### config.mk
export PLATFORM = sky130hd
export DESIGN_NAME = uart_rx_word
export DESIGN_NICKNAME = d
export VERILOG_FILES = /design/src/rtl/uart_rx_word.sv
export SDC_FILE = /design/constraint.sdc
export NUM_CORES = 1
export LEC_CHECK = 0
export CELL_PAD_IN_SITES_DETAIL_PLACEMENT = 1
export CELL_PAD_IN_SITES_GLOBAL_PLACEMENT = 1
export CORE_MARGIN = 2
export CORE_UTILIZATION = 35
export CTS_CLUSTER_SIZE = 12
export DETAILED_ROUTE_END_ITERATION = 6
export GPL_ROUTABILITY_DRIVEN = 0
export HOLD_SLACK_MARGIN = 0.08
export PLACE_DENSITY_LB_ADDON = 0.1
export SETUP_SLACK_MARGIN = 0.2
export SYNTH_ARGS = -nofsm -noshare
export SYNTH_HDL_FRONTEND = slang
export SYNTH_SLANG_ARGS = --single-unit
### constraint.sdc
create_clock -name clk -period 2.64 [get_ports clk]
set_clock_uncertainty 0.05 [all_clocks]
set_input_delay 0.396 -clock clk [delete_from_list [all_inputs] [get_ports clk]]
set_output_delay 0.396 -clock clk [all_outputs]
set_load 0.05 [all_outputs]
### src/rtl/uart_rx_word.sv
// 8N1 UART receiver packing BIT_WIDTH/8 bytes little-endian into one word.
// Define UART_RX_PARITY_EN for 8E1 frames with an even-parity check.
module uart_rx_word #(
  parameter int BIT_WIDTH    = 32,
  parameter int CLKS_PER_BIT = 434,
  parameter int SYNC_STAGES  = 2
) (
  input  logic                 clk,
  input  logic                 rst,
  input  logic                 rx_in,
  output logic [BIT_WIDTH-1:0] UART_DATA,
  output logic                 W_UART,
  output logic                 frame_err,
  output logic                 busy
);

  localparam int NB = BIT_WIDTH / 8;
  localparam int CW = $clog2(CLKS_PER_BIT);
  localparam int IW = (NB > 1) ? $clog2(NB) : 1;
  localparam logic [CW-1:0] MID  = CW'((CLKS_PER_BIT - 1) / 2);
  localparam logic [CW-1:0] LAST = CW'(CLKS_PER_BIT - 1);
  localparam logic [IW-1:0] IDX_LAST = IW'(NB - 1);

  typedef enum logic [2:0] {
    S_IDLE, S_START, S_DATA, S_PARITY, S_STOP
  } state_t;

  state_t r_state;
  state_t w_next;

  logic [SYNC_STAGES-1:0] r_sync;
  logic [CW-1:0]          r_cnt;
  logic [2:0]             r_bit;
  logic [7:0]             r_shift;
  logic [IW-1:0]          r_idx;
  logic [BIT_WIDTH-1:0]   r_word;
  logic [BIT_WIDTH-1:0]   w_word;

  logic w_rx_s;
  logic w_mid;
  logic w_last;
  logic w_par_bad;
  logic w_data_smp;
  logic w_stop_ok;
  logic w_stop_bad;

  assign w_rx_s = r_sync[SYNC_STAGES-1];
  assign w_mid  = (r_cnt == MID);
  assign w_last = (r_cnt == LAST);

  always_ff @(posedge clk) begin
    if (rst) r_sync <= '1;
    else     r_sync <= {r_sync[SYNC_STAGES-2:0], rx_in};
  end

  always_ff @(posedge clk) begin
    if (rst) r_state <= S_IDLE;
    else     r_state <= w_next;
  end

  always_comb begin
    w_next = r_state;
    unique case (r_state)
      S_IDLE:  if (!w_rx_s) w_next = S_START;
      S_START: if (w_mid) w_next = w_rx_s ? S_IDLE : S_DATA;
      S_DATA:
        if (w_last && r_bit == 3'd7)
`ifdef UART_RX_PARITY_EN
          w_next = S_PARITY;
`else
          w_next = S_STOP;
`endif
`ifdef UART_RX_PARITY_EN
      S_PARITY: if (w_last) w_next = S_STOP;
`endif
      S_STOP:  if (w_last) w_next = S_IDLE;
      default: w_next = S_IDLE;
    endcase
  end

  always_comb begin
    busy       = (r_state != S_IDLE);
    w_data_smp = (r_state == S_DATA) && w_last;
    w_stop_ok  = (r_state == S_STOP) && w_last && w_rx_s && !w_par_bad;
    w_stop_bad = (r_state == S_STOP) && w_last && !(w_rx_s && !w_par_bad);
  end

`ifdef UART_RX_PARITY_EN
  logic r_par_err;

  always_ff @(posedge clk) begin
    if (rst || r_state == S_IDLE)
      r_par_err <= 1'b0;
    else if (r_state == S_PARITY && w_last)
      r_par_err <= (w_rx_s != ^r_shift);
  end

  assign w_par_bad = r_par_err;
`else
  assign w_par_bad = 1'b0;
`endif

  always_ff @(posedge clk) begin
    if (rst) begin
      r_cnt <= '0;
    end else begin
      unique case (r_state)
        S_IDLE:  r_cnt <= '0;
        S_START: r_cnt <= w_mid ? '0 : r_cnt + 1'b1;
        default: r_cnt <= w_last ? '0 : r_cnt + 1'b1;
      endcase
    end
  end

  always_ff @(posedge clk) begin
    if (rst) begin
      r_bit   <= '0;
      r_shift <= '0;
    end else if (r_state == S_IDLE) begin
      r_bit   <= '0;
    end else if (w_data_smp) begin
      r_bit   <= r_bit + 1'b1;
      r_shift <= {w_rx_s, r_shift[7:1]};
    end
  end

  always_comb begin
    w_word = r_word;
    w_word[{r_idx, 3'b000} +: 8] = r_shift;
  end

  // Partial word is only committed on a clean stop; errors restart at lane 0.
  always_ff @(posedge clk) begin
    if (rst) begin
      r_word    <= '0;
      r_idx     <= '0;
      UART_DATA <= '0;
      W_UART    <= 1'b0;
      frame_err <= 1'b0;
    end else begin
      W_UART    <= 1'b0;
      frame_err <= 1'b0;
      if (w_stop_ok) begin
        if (r_idx == IDX_LAST) begin
          UART_DATA <= w_word;
          W_UART    <= 1'b1;
          r_word    <= '0;
          r_idx     <= '0;
        end else begin
          r_word    <= w_word;
          r_idx     <= r_idx + 1'b1;
        end
      end else if (w_stop_bad) begin
        frame_err <= 1'b1;
        r_word    <= '0;
        r_idx     <= '0;
      end
    end
  end

endmodule

==> impl_metrics.csv <==
group,metric,value,unit
layout,nets,478,
clock_network,cts-buffers-inserted,9,
sta,hold_slack,0.3627,ns
sta,rsz0062_at_grt,"no",
clock_network,cts_max_path_buffers,2,
placement,port-buffer-count,37,
yosys,number_of_nets_in_the_synthesized_netlist,444,
drt,detail_route.wirelength,9537,um
grt,initial_antenna_violation_count,0,
die,core_region_area,10940,um^2
yosys,asyncSetResetFlopFracSynth,0,%
die,fp-row-count,38,
worst_setup_path,timing.setup.critical_path_class,"reg -> reg",
yosys,largest_cells_by_area_after_synthesis,"sky130_fd_sc_hd__dfxtp_1 47%, sky130_fd_sc_hd__a211oi_2 8.8%, sky130_fd_sc_hd__nor2b_1 5.8%",
worst_hold_path,worst_hold_path_type,"reg -> reg",
worst_setup_path,worst_ep_arrival_time,2.46,ns
yosys,seq_area_frac_synth,46.95,%
worst_setup_path,worstSetupEndpointType,"flip-flop",
grt,global_route_wire_length_before_repair,16210,um
drt,drc,0,
clock_network,clock_pin_slew_on_the_worst_setup_and_hold_paths,0.06,ns
worst_setup_path,cp_max_fo,32,
die,die-area,12200,um^2
placement,placement.cell_area,4469,um^2
yosys,postSynthCellCount,430,
yosys,ys_ff_latch,93,
sta,final.period_utilization,85.66,%
layout,layout_stage_area_growth_over_the_synthesis_result,20.39,%
worst_setup_path,critical_path_required,2.84,ns
clock_network,post-cts-setup-buffers,0,
yosys,syn_avg_cell_area,9.221,um^2
yosys,synth.lib_cells_used.distinct,44,
layout,layout-drive-gt1-share,13.01,%
layout,design_area,4773,um^2
sta,sum_of_negative_setup_slack,0,ns
drt,drtIter0Drc,49,
placement,pre_cts_ws,0.4070,ns
layout,layout.cells.most_common,"sky130_fd_sc_hd__dfxtp_1",
drt,drt-pass1-iter-count,4,
pwr,power.density,580.2,nW/um^2
layout,final_cell_mix,"93 x sky130_fd_sc_hd__dfxtp_1, 58 x sky130_fd_sc_hd__nor2_1, 43 x sky130_fd_sc_hd__nand2_1, 37 x sky130_fd_sc_hd__nor2b_1",
clock_network,clock_insertion_delay_worst_skew,0.34,ns
layout,antenna_cells_inserted,0,
grt,largest_net_degree_at_the_start_of_global_routing,65,
placement,dpl.hpwl,6294,um
sta,final_hold_viol_count,0,
drt,vias_per_cell,5.144,
yosys,synth_largest_area_cell,"sky130_fd_sc_hd__dfxtp_1",
sta,drv_slew,0,
clock_network,cts-resized-gates,0,
clock_network,cts_htree_levels,3,
yosys,yosysTopAreaCellShare,46.95,%
clock_network,root_buffer,"sky130_fd_sc_hd__clkbuf_16",
die,io-pin-count,38,
sta,final_critical_path_setup_slack,0.3786,ns
sta,timing.slew.headroom,62.72,%
pwr,p_leak,0.001640,uW
clock_network,tritoncts,"yes",
clock_network,postCtsHoldBufs,0,
drt,avgRoutedWirePerCell,15.66,um
yosys,count_of_yosys_warnings_during_synthesis,0,
sta,worstMarginPinSlew,0.5591,ns
grt,overflow,0,
die,die-width,110.4,um
worst_hold_path,min_path_cells,1,
worst_setup_path,r2r.worst_path.cells,6,
sta,fmaxAchievable,0.4422,GHz
die,initial_utilization,36.26,%
layout,n_fill_cell,1286,
drt,dr_total_vias,3133,
sta,report.final.setup_viol,0,
grt,first_global_vias,3209,
yosys,synth-edff-count,0,
layout,postLayoutCoreUtil,43.65,%
clock_network,cts.sinks,93,
flow_run,maxCapViolations,0,
yosys,yosys_most_used_dff,"sky130_fd_sc_hd__dfxtp_1",
sta,finalWorstPathRequiredPeriod,2.261,ns
worst_setup_path,critPathLaunchType,"flip-flop",
pwr,vdd_drop_max,0.0002404,V
outcome,outcome,"completed",
drt,route.antenna.remaining_nets,0,
yosys,synth_area,3965,um^2
grt,grt_usage,16.34,%
die,die_y,110.4,um
==> registers in the layout, indices dropped and copies added, names as in the netlist <==
signal,cells
r_word,32
r_cnt,9
r_state,3
r_sync,2
r_shift,8
UART_DATA,32
frame_err,1
r_bit,3
r_idx,2
W_UART,1
==> per-layer routing <==
metal | track usage [%] | wire, um | part of all wire (%) | up-vias
met4 | 6.750 | 118 | 1.2 | 0
met2 | 26.58 | 4446 | 47 | 31
met1 | 21.79 | 4792 | 50 | 1553
met3 | 2.305 | 180 | 1.9 | 7
li1 | - | - | - | 1542
met5 | 0 | 0 | 0 | -
==> final timing paths <==
path	slack (ns)	endpoint	from
max reg2reg	0.38	r_word[6]	r_cnt[0]
min	0.36	r_sync[1]	r_sync[0]
min reg2reg	0.36	r_sync[1]	r_sync[0]
max	0.38	r_word[6]	r_cnt[0]
==> critical path, stage by stage (launching register included) <==
cell,delay (ns)
sky130_fd_sc_hd__dfxtp_1,0.42
sky130_fd_sc_hd__ha_1,0.22
sky130_fd_sc_hd__and4bb_2,0.29
sky130_fd_sc_hd__nand3_1,0.28
sky130_fd_sc_hd__or3_1,0.43
sky130_fd_sc_hd__buf_4,0.24
sky130_fd_sc_hd__o21ai_0,0.23
==> synth_stat cells (3+ instances only) <==
master / n
sky130_fd_sc_hd__dfxtp_1: 93
sky130_fd_sc_hd__nor2_1: 58
sky130_fd_sc_hd__nand2_1: 43
sky130_fd_sc_hd__nor2b_1: 37
sky130_fd_sc_hd__o21ai_0: 36
sky130_fd_sc_hd__a21oi_1: 31
sky130_fd_sc_hd__a211oi_2: 28
sky130_fd_sc_hd__clkbuf_1: 13
sky130_fd_sc_hd__ha_1: 11
sky130_fd_sc_hd__mux2i_1: 10
sky130_fd_sc_hd__nand2b_1: 6
sky130_fd_sc_hd__nor3_1: 6
sky130_fd_sc_hd__inv_1: 5
sky130_fd_sc_hd__xnor2_1: 5
sky130_fd_sc_hd__nand3_1: 4
sky130_fd_sc_hd__a311oi_1: 3
sky130_fd_sc_hd__buf_4: 3
sky130_fd_sc_hd__buf_6: 3
sky130_fd_sc_hd__or2_2: 3
sky130_fd_sc_hd__xor2_1: 3
==> layout make-up <==
type	instances	area (um^2)	share of cell area, %
Clock inverter	3	43.79	0.9174
Multi-Input combinational cell	309	1968	41.23
Inverter	5	18.77	0.3932
Clock buffer	13	260.3	5.452
Timing Repair Buffer	46	445.4	9.332
Tap cell	140	175.2	3.670
Sequential cell	93	1862	39.00
==> report_power, final <==
part	internal, uW	switching (uW)
Clock	787	527
Combinational	11.1	35.5
Sequential	1410	3.94
Total	2200	566
==> cells by family after synthesis <==
kind of cell	count (synthesis)	synth area share, %
flip-flops	93	46.95
XOR/XNOR	8	1.767
AO/OA/AOI/OAI	104	19.19
buffers and inverters	28	3.566
AND/OR/NAND/NOR	175	22.25
multiplexers	11	2.809
adder cells (fa/ha/maj)	11	3.471
==> metrics by stage <==
step | std cells | total power (uW)
after floorplan | 430 | 1472
after global placement | 593 | 1488
after detailed placement | 593 | 1489
after CTS | 609 | 2822
after global routing | 609 | 2883
final | 609 | 2770
Power figures use the tool's default switching activity.
